--- src/rtl/gray_in_pkg.sv ---
// gray_in_pkg: shared state encoding, widths and word-assembly helper for the grayscale capture front end
package gray_in_pkg;
  typedef enum logic [1:0] {ST_IDLE, ST_ACTIVE, ST_DROP, ST_PAD} state_e;
  localparam int SOF_BIT = 16;
  localparam int PIX_W = 8;
  localparam int WORD_W = 17;
  function automatic logic [WORD_W-1:0] make_word(input logic sof, input logic [2*PIX_W-1:0] pair);
    logic [WORD_W-1:0] w;
    w = WORD_W'(pair);
    w[SOF_BIT] = sof;
    return w;
  endfunction
endpackage

--- src/rtl/gray_pair_packer.sv ---
// gray_pair_packer: holds the even-column pixel and joins it with the next odd-column pixel
//   pclk, pclk_reset_n : clock, async active-low reset
//   pix_ok, col_lsb    : accepted-pixel strobe and column parity of that pixel
//   pix                : pixel value
//   word, word_done    : {odd, even} pair, valid combinationally while word_done is high
module gray_pair_packer
  import gray_in_pkg::*;
(
  input  logic               pclk,
  input  logic               pclk_reset_n,
  input  logic               pix_ok,
  input  logic               col_lsb,
  input  logic [PIX_W-1:0]   pix,
  output logic [2*PIX_W-1:0] word,
  output logic               word_done
);
  logic [PIX_W-1:0] lo_q, lo_d;
  always_comb lo_d = (pix_ok && !col_lsb) ? pix : lo_q;
  always_ff @(posedge pclk or negedge pclk_reset_n)
    if (!pclk_reset_n) lo_q <= '0;
    else lo_q <= lo_d;
  assign word = {pix, lo_q};
  assign word_done = pix_ok && col_lsb;
endmodule

--- src/rtl/gray_pixel_packer.sv ---
// gray_pixel_packer: crops an 8-bit gray stream to frame_width x frame_lines and packs pairs into SOF-tagged 17-bit words
//   pclk, pclk_reset_n           : pixel clock, async active-low reset
//   cam_data/frame_valid/line_valid : sensor stream
//   fifo_almost_full             : writer backpressure; a word completing while high abandons the frame
//   overflow_clear               : clears sticky overflow (a simultaneous new overflow wins)
//   pixel_data, pixel_valid      : {sof, hi, lo} output stream
//   frame_count, overflow, short_frame : status
//   GRAY_PIXEL_PACKER_PAD_EN     : when defined, short frames are zero-padded to a full frame
module gray_pixel_packer
  import gray_in_pkg::*;
#(
  parameter int frame_width = 768,
  parameter int frame_lines = 480
) (
  input  logic              pclk,
  input  logic              pclk_reset_n,
  input  logic [PIX_W-1:0]  cam_data,
  input  logic              cam_frame_valid,
  input  logic              cam_line_valid,
  input  logic              fifo_almost_full,
  input  logic              overflow_clear,
  output logic [WORD_W-1:0] pixel_data,
  output logic              pixel_valid,
  output logic [15:0]       frame_count,
  output logic              overflow,
  output logic              short_frame
);
  localparam int TOTAL_WORDS = frame_width * frame_lines / 2;
  localparam int CW = $clog2(frame_width + 1);
  localparam int LW = $clog2(frame_lines + 1);
  localparam int WCW = $clog2(TOTAL_WORDS + 1);
  localparam logic [CW-1:0] COL_MAX = CW'(frame_width);
  localparam logic [LW-1:0] LINE_MAX = LW'(frame_lines);
  localparam logic [WCW-1:0] WORD_MAX = WCW'(TOTAL_WORDS);
  state_e state_q, state_d;
  logic fv_q, lv_q;
  logic [CW-1:0] col_q, col_d, col_now;
  logic [LW-1:0] line_q, line_d, line_now;
  logic [WCW-1:0] word_cnt_q, word_cnt_d, word_cnt_inc;
  logic sof_pending_q, sof_pending_d;
  logic [WORD_W-1:0] pixel_data_q, pixel_data_d;
  logic pixel_valid_q, pixel_valid_d, short_frame_q, short_frame_d, overflow_q, overflow_d;
  logic [15:0] frame_count_q, frame_count_d;
  logic fv_rise, fv_fall, lv_rise, lv_fall, accept, word_done, frame_start;
  logic [2*PIX_W-1:0] pair_word;
  assign fv_rise = cam_frame_valid && !fv_q;
  assign fv_fall = !cam_frame_valid && fv_q;
  assign lv_rise = cam_line_valid && !lv_q;
  assign lv_fall = !cam_line_valid && lv_q;
  // counters as seen by the pixel on the wire this cycle, with edge resets applied
  assign col_now = (fv_rise || lv_rise) ? '0 : col_q;
  assign line_now = fv_rise ? '0 : line_q;
  assign accept = cam_frame_valid && cam_line_valid && col_now < COL_MAX && line_now < LINE_MAX;
  assign frame_start = fv_rise && (state_q == ST_IDLE || state_q == ST_PAD);
  assign word_cnt_inc = word_cnt_q + WCW'(1);
  gray_pair_packer u_pair (
    .pclk         (pclk),
    .pclk_reset_n (pclk_reset_n),
    .pix_ok       (accept),
    .col_lsb      (col_now[0]),
    .pix          (cam_data),
    .word         (pair_word),
    .word_done    (word_done)
  );
  always_comb begin
    col_d = (cam_line_valid && col_now < COL_MAX) ? col_now + CW'(1) : col_now;
    line_d = fv_rise ? '0 : (lv_fall && line_q < LINE_MAX) ? line_q + LW'(1) : line_q;
    state_d = state_q;
    word_cnt_d = word_cnt_q;
    sof_pending_d = sof_pending_q;
    pixel_data_d = pixel_data_q;
    pixel_valid_d = 1'b0;
    short_frame_d = 1'b0;
    frame_count_d = frame_count_q;
    overflow_d = overflow_clear ? 1'b0 : overflow_q;
    if (frame_start) begin
      state_d = ST_ACTIVE;
      word_cnt_d = '0;
      sof_pending_d = 1'b1;
    end else begin
      case (state_q)
        ST_ACTIVE:
          if (word_done && !fifo_almost_full) begin
            pixel_valid_d = 1'b1;
            pixel_data_d = make_word(sof_pending_q, pair_word);
            sof_pending_d = 1'b0;
            word_cnt_d = word_cnt_inc;
            if (word_cnt_inc == WORD_MAX) begin
              frame_count_d = frame_count_q + 16'd1;
              state_d = ST_IDLE;
            end
          end else if (word_done) begin
            overflow_d = 1'b1;
            state_d = ST_DROP;
          end else if (fv_fall) begin
            short_frame_d = 1'b1;
`ifdef GRAY_PIXEL_PACKER_PAD_EN
            state_d = ST_PAD;
`else
            state_d = ST_IDLE;
`endif
          end
        ST_DROP: state_d = fv_fall ? ST_IDLE : ST_DROP;
`ifdef GRAY_PIXEL_PACKER_PAD_EN
        ST_PAD:
          if (!fifo_almost_full) begin
            pixel_valid_d = 1'b1;
            pixel_data_d = '0;
            word_cnt_d = word_cnt_inc;
            if (word_cnt_inc == WORD_MAX) begin
              frame_count_d = frame_count_q + 16'd1;
              state_d = ST_IDLE;
            end
          end
`endif
        default: ;
      endcase
    end
  end
  // fv_q resets high so a frame already running at reset release never looks like a rising edge
  always_ff @(posedge pclk or negedge pclk_reset_n)
    if (!pclk_reset_n) begin
      state_q <= ST_IDLE;
      fv_q <= 1'b1;
      lv_q <= 1'b0;
      col_q <= '0;
      line_q <= '0;
      word_cnt_q <= '0;
      sof_pending_q <= 1'b0;
      pixel_data_q <= '0;
      pixel_valid_q <= 1'b0;
      short_frame_q <= 1'b0;
      overflow_q <= 1'b0;
      frame_count_q <= '0;
    end else begin
      state_q <= state_d;
      fv_q <= cam_frame_valid;
      lv_q <= cam_line_valid;
      col_q <= col_d;
      line_q <= line_d;
      word_cnt_q <= word_cnt_d;
      sof_pending_q <= sof_pending_d;
      pixel_data_q <= pixel_data_d;
      pixel_valid_q <= pixel_valid_d;
      short_frame_q <= short_frame_d;
      overflow_q <= overflow_d;
      frame_count_q <= frame_count_d;
    end
  assign pixel_data = pixel_data_q;
  assign pixel_valid = pixel_valid_q;
  assign short_frame = short_frame_q;
  assign overflow = overflow_q;
  assign frame_count = frame_count_q;
endmodule

--- config.mk ---
export PLATFORM = sky130hd
export DESIGN_NAME = gray_pixel_packer
export DESIGN_NICKNAME = d
export VERILOG_FILES = /design/src/rtl/gray_in_pkg.sv /design/src/rtl/gray_pair_packer.sv /design/src/rtl/gray_pixel_packer.sv
export SDC_FILE = /design/constraint.sdc
export NUM_CORES = 1
export LEC_CHECK = 0
export CAP_MARGIN = 40
export CORE_ASPECT_RATIO = 0.7
export CORE_MARGIN = 3
export CORE_UTILIZATION = 30
export CTS_BUF_LIST = sky130_fd_sc_hd__clkbuf_4
export DETAILED_ROUTE_END_ITERATION = 16
export PLACE_DENSITY = 0.58
export SLEW_MARGIN = 20
export SYNTH_ARGS = -nofsm -noshare
export SYNTH_HDL_FRONTEND = slang
export SYNTH_SLANG_ARGS = --single-unit
--- constraint.sdc ---
create_clock -name pclk -period 3 [get_ports pclk]
set_clock_uncertainty 0.2 [all_clocks]
set_input_delay 0.9 -clock pclk [delete_from_list [all_inputs] [get_ports pclk]]
set_output_delay 0.9 -clock pclk [all_outputs]
set_load 0.01 [all_outputs]
==> impl_metrics.tcl, run 1 <==
set metrics [dict create \
    crit_fanout 7 \
    status "finished, final reports clean" \
    stdcell_count 714 \
    cp-end-kind "flop" \
    netlist.area_leader.share 0.4916 \
    antennaDiodeCount 0 \
    final_common_cell "nand2_1" \
    grt-ovfl-total 0 \
    p_total_mw 2.570 \
    critical_path.cell_chain "buf_4, a211o_1, a211oi_2, mux2i_1, a2111o_1, nor4_4, buf_2, nand3_1, xnor2_1" \
    antenna_found_initial 0 \
    grt_start_max_net_pins 61 \
    finalSetupViolations 0 \
    maxSlewViolCount 0 \
    cts_tree "yes" \
    yosys.area_share.simple 0.2597 \
    area_delta_synth_final_pct 23.25 \
    power_density_nw_per_um2 481.9 \
    synthAdderAreaFrac 0.01735 \
    p_leak_nw 2.312 \
    drt_iter0_drc 221 \
    synth_area_leaders "dfrtp_1 49%, nand2_1 7.0%, xnor2_1 3.8%" \
    dp_hpwl_mm 7.160 \
    io_buffers 49 \
    ctsHoldBuffers 0 \
    drc 0 \
    via_per_inst 4.965 \
    crit_required_ns 3.12 \
    r2r_start "word_cnt_q[1]" \
    crit_start "word_cnt_q[1]" \
    critPathLaunchType "flop" \
    dieHeight_microns 106.5 \
    dieArea_sq_um 15920 \
    die_w_microns 149.5 \
    synth_edf_count 0 \
    synth-xor-area-share 0.06275 \
    crit_type "flop to flop" \
    worst_slew_pin_slew_ns 0.4782 \
    ys_ff_latch 86 \
    core_area_sq_um 14010 \
    netlist_area_sq_um 4327 \
    yosysTopAreaCell "dfrtp_1" \
    cp-endpoint "frame_count[8]" \
    place_area_sq_um 5165 \
    final_cell_mix "80 x nand2_1, 76 x dfrtp_1, 48 x clkdlybuf4s50_1" \
    ant_nets 0 \
    finalHoldViolations 0 \
    relSlewSlack 0.6783 \
    grt_pass1_wl_mm 17.39 \
    gp_congestion 0.8417 \
    avgSynthCellArea_sq_um 9.488 \
    dp.cells 695 \
    crit_path_top_delay_cell "a2111o_1" \
    grt_pass1_vias 3456 \
    rrSetupSlack_ns 0.16 \
    ys_types 49 \
    max_stage_delay_ns 0.50 \
    syn-num-nets 476 \
    post-route-min-period_ns 2.843 \
    synth_top_family_by_area "simple AND/OR/NAND/NOR gates" \
    finalCritPeriodShare 0.9478 \
    hp-class "input port to async pin" \
    yosysSeqAreaShare 0.4977 \
    nets 539 \
    ir_drop_mv 0.3493 \
    wl_per_cell_microns 14.55 \
    cts_htree_levels 3 \
    rows 36 \
    post-route-util 0.3807 \
    crit_arrival_ns 2.97 \
    maxCapViolCount 0 \
    rsz0062_at_grt "false" \
    clkLatencyLatePin_ns 0.44 \
    clkSinkCount 86 \
    design_area_sq_um 5333 \
    synth_mux_area_frac 0.03297 \
    ctsLongestPathBuffers 2 \
    fmax_mhz 351.7 \
    synthArstFlopShare 1.000 \
    r2r_end "frame_count[8]" \
    ios 50 \
    drive_above_1_share 0.1508 \
    yosys_warnings 0 \
    synthCells 456 \
    numCtsBuffers 9 \
    synth_compound_area_frac 0.09138 \
    gr-usage-all-layers 0.1353 \
    clk_pin_slew_ns 0.13 \
    wl_mm 10.39 \
    root_buffer "clkbuf_4" \
    ys.flop_type "dfrtp_1" \
    initial_core_util 0.3089 \
    first_pass_iters 4 \
    ff2ff_path_depth 9 \
    vias 3545 \
]
layout make-up:
type	count	area, sq um
Clock buffer	10	75.07
Clock inverter	6	37.54
Fill cell	1415	8676
Inverter	10	37.54
Multi-Input combinational cell	332	2033
Sequential cell	86	2165
Tap cell	190	237.7
Timing Repair Buffer	80	747.0
synth_stat cells, types with 2 or more instances:
master    number
nand2_1       81
nand3b_1       3
o22ai_1        2
dfrtp_1       85
o21ai_0       29
a31oi_1        3
or2_2          2
ha_1           6
xor2_1        12
o31ai_1        5
a21o_1         2
inv_1         10
nand2b_1       2
mux2_2        10
and3_1        11
and4_1        11
and2_1         7
buf_1          2
nand4_1       21
o211ai_1       3
clkbuf_1      15
buf_2          9
a41oi_1        2
nor3_1         6
nor4_1         4
nor2_1        35
nand3_1       23
a21oi_1        9
xnor2_1       19
o41ai_1        3
mux2i_1        3
nor2b_1        3
nor4_4         2
state kept, by name (all words and copies together), names as in the netlist:
signal and flops:
lv_q 1, pixel_valid 1, fv_q 1, line_q 9
sof_pending_q 1, pixel_data 17, frame_count 16, state_q 2
word_cnt_q 18, u_pair.lo_q 8, short_frame 1, col_q 10
overflow 1
kinds of logic after synthesis:
family          count (synthesis)
compound gates                 64
xor+xnor                       31
fa+ha+maj                       6
buf+inv                        38
flops                          86
mux                            13
simple gates                  218
per-layer routing:
metal	GRT usage	vias to the layer above	share of wire
li1	-	1720	-
met1	0.1973	1731	0.50
met2	0.1935	84	0.42
met3	0.04218	10	0.070
met4	0.03592	0	0.011
met5	0	-	0
power breakdown:
part	internal (mW)	leakage, nW	switching [mW]
clock network	0.178	0.0618	0.409
logic	0.309	1.11	0.283
registers	1.30	1.14	0.0907
worst max-delay path, delay by kind of cell, from the launching register on:
kind                      cells  cell delay [ns]
xor gates and xnor gates      1             0.14
AOI/OAI and AO/OA             3             1.02
and+or+nand+nor               2             0.45
DFF                           1             0.41
buffers and inverters         2             0.40
muxes                         1             0.12
how the worst min path moves through the flow:
stage	slack (ns)	depth (start not counted)	from	endpoint
after floorplan	0.23	2	u_pair.lo_q[0]	pixel_data[0]
final	0.17	1	pclk_reset_n	frame_count[7]
after CTS	0.15	1	pclk_reset_n	frame_count[6]
after global routing	0.15	1	pclk_reset_n	frame_count[7]
after global placement	0.25	2	u_pair.lo_q[7]	pixel_data[7]
after detailed placement	0.26	2	u_pair.lo_q[5]	pixel_data[5]
timing repair:
action                     CTS  global route
setup endpoints to repair    0            13
resized for setup            0            17
hold endpoints to repair     0             0
buffers inserted             0             2
metrics by stage:
step | setup WS [ns] | setup TNS [ns] | hold slack [ns]
2_1_floorplan | 0.1773 | 0 | 0.2348
3_3_place_gp | -0.3028 | -6.719 | 0.2472
3_5_place_dp | -0.1950 | -3.991 | 0.2559
4_1_cts | 0.08744 | 0 | 0.1493
5_1_grt | 0.01610 | 0 | 0.1483
6_report | 0.1566 | 0 | 0.1701
No activity file was read; power rests on OpenSTA's default activity.
==> run 2, diff against run 1 <==
Settings changed: CORE_UTILIZATION 30 to 51, CTS_BUF_LIST sky130_fd_sc_hd__clkbuf_4 to not set, PLACE_DENSITY 0.58 to 0.85.
==> impl_metrics.tcl, run 2 (synthesis results as in run 1) <==
set metrics [dict create \
    rows 27 \
    ctsLongestPathBuffers 2 \
    ios 50 \
    r2r_start "word_cnt_q[9]" \
    clk_pin_slew_ns 0.06 \
    crit_start "cam_frame_valid" \
    grt_pass1_vias 3643 \
    drive_above_1_share 0.1371 \
    drt_iter0_drc 414 \
    nets 534 \
    critical_path_buf_inv_count 4 \
    first_pass_iters 5 \
    finalCritPeriodShare 0.9492 \
    relSlewSlack 0.5745 \
    design_area_sq_um 5365 \
    dp_hpwl_mm 7.159 \
    initial_core_util 0.5381 \
    top_register "word_cnt_q" \
    grt_pass1_wl_mm 17.71 \
    crit_type "input port to flop" \
    grt_start_max_net_pins 50 \
    status "finished, final reports clean" \
    r2r_end "frame_count[4]" \
    vias 3681 \
    post-route-min-period_ns 2.848 \
    worst-path-stages 10 \
    cts_htree_levels 3 \
    antennaDiodeCount 0 \
    ir_drop_mv 0.4105 \
    fmax_mhz 351.2 \
    cts_tree "yes" \
    finalSetupViolations 0 \
    critical_path.cell_chain "clkdlybuf4s50_1, buf_4, nand4b_1, nor3_1, nand3_1, buf_4, nor4_4, buf_6, nand4_1, xnor2_1" \
    cp_common_cell "buf_4" \
    cp-end-kind "flop" \
    dp_slack_ns -0.3509 \
    finalHoldViolations 0 \
    regArea_sq_um 2158 \
    crit_family "buffers and inverters" \
    core_area_sq_um 8040 \
    crit_fanout 12 \
    whs_ns 0.2614 \
    gr-usage-all-layers 0.2284 \
    setup_slack_ns 0.1525 \
    critPathLaunchType "input port" \
    clkLatencyLatePin_ns 0.34 \
    antenna_found_initial 0 \
    place_area_sq_um 4999 \
    dieArea_sq_um 9642 \
    stdcell_count 619 \
    rsz0062_at_grt "false" \
    area_delta_synth_final_pct 24.00 \
    wl_mm 10.40 \
    gp_congestion 0.9314 \
    fill_cells 602 \
    numCtsBuffers 9 \
    crit_path_top_delay_cell "clkdlybuf4s50_1" \
    rrSetupSlack_ns 0.18 \
    largest_reg_flops 18 \
    clkSinkCount 86 \
    worst_slew_pin_slew_ns 0.6324 \
    post-route-util 0.6673 \
    min_to "pixel_data[5]" \
    ff2ff_path_depth 8 \
    max_stage_delay_ns 0.48 \
    multi_input_area_sq_um 2044 \
    maxSlewViolCount 0 \
    crit_required_ns 3.03 \
    hold_path.startpoint "u_pair.lo_q[5]" \
    maxCapViolCount 0 \
    p_leak_nw 2.374 \
    crit_arrival_ns 2.88 \
    dp.cells 601 \
    io_buffers 49 \
    ctsHoldBuffers 0 \
    drc 0 \
    ant_nets 0 \
    wl_per_cell_microns 16.81 \
    root_buffer "clkbuf_16" \
    grt-ovfl-total 0 \
    die_w_microns 116.1 \
    min_path_cells 2 \
    power_density_nw_per_um2 581.1 \
    dieHeight_microns 83.06 \
    final_cell_mix "81 x nand2_1, 81 x dfrtp_1, 48 x clkdlybuf4s50_1" \
    via_per_inst 5.947 \
    hp-class "flop to flop" \
]
run 2: tightest hold or removal path: cells and delay by family (launching register included):
family           cells  cell delay [ns]
DFF                  1             0.34
and+or+nand+nor      2             0.09
run 2: stage by stage:
stage,power (mW),TNS (ns)
2_1_floorplan,1.677,0
3_3_place_gp,1.961,-5.335
3_5_place_dp,1.999,-9.668
4_1_cts,3.133,0
5_1_grt,3.270,0
6_report,3.118,0
run 2: area by class of cell:
class                      count  share of cell area
sequential                    86              0.4023
multi-input combinational    332              0.3811
inverter                      10            0.006996
clock inverter                 4             0.01049
clock buffer                  11             0.04524
timing repair buffer          75              0.1304
tap                          101             0.02355
run 2: worst max path at each step:
stage,to,slack (ns)
detailed placement,word_cnt_q[16],-0.35
floorplan,frame_count[4],0.18
global route,frame_count[4],0.003
global placement,word_cnt_q[11],-0.19
finish,frame_count[4],0.15
CTS,word_cnt_q[16],0.00004
run 2: power by group:
part / leakage [nW] / total [mW] / switching, mW / internal (mW)
Combinational: 1.08 / 0.594 / 0.291 / 0.302
Clock: 0.146 / 1.13 / 0.460 / 0.669
Sequential: 1.15 / 1.39 / 0.0913 / 1.30
run 2: routing by layer:
metal	up-vias	part of all wire	global-route usage
li1	1708	-	-
met1	1789	0.45	0.3291
met2	161	0.45	0.3326
met3	23	0.085	0.08157
met4	0	0.016	0.05058
met5	-	0	0
run 2: repair_timing:
action,in CTS,in global routing
endpoints found under the setup margin,0,16
gates resized for setup,0,14
buffers inserted,0,2
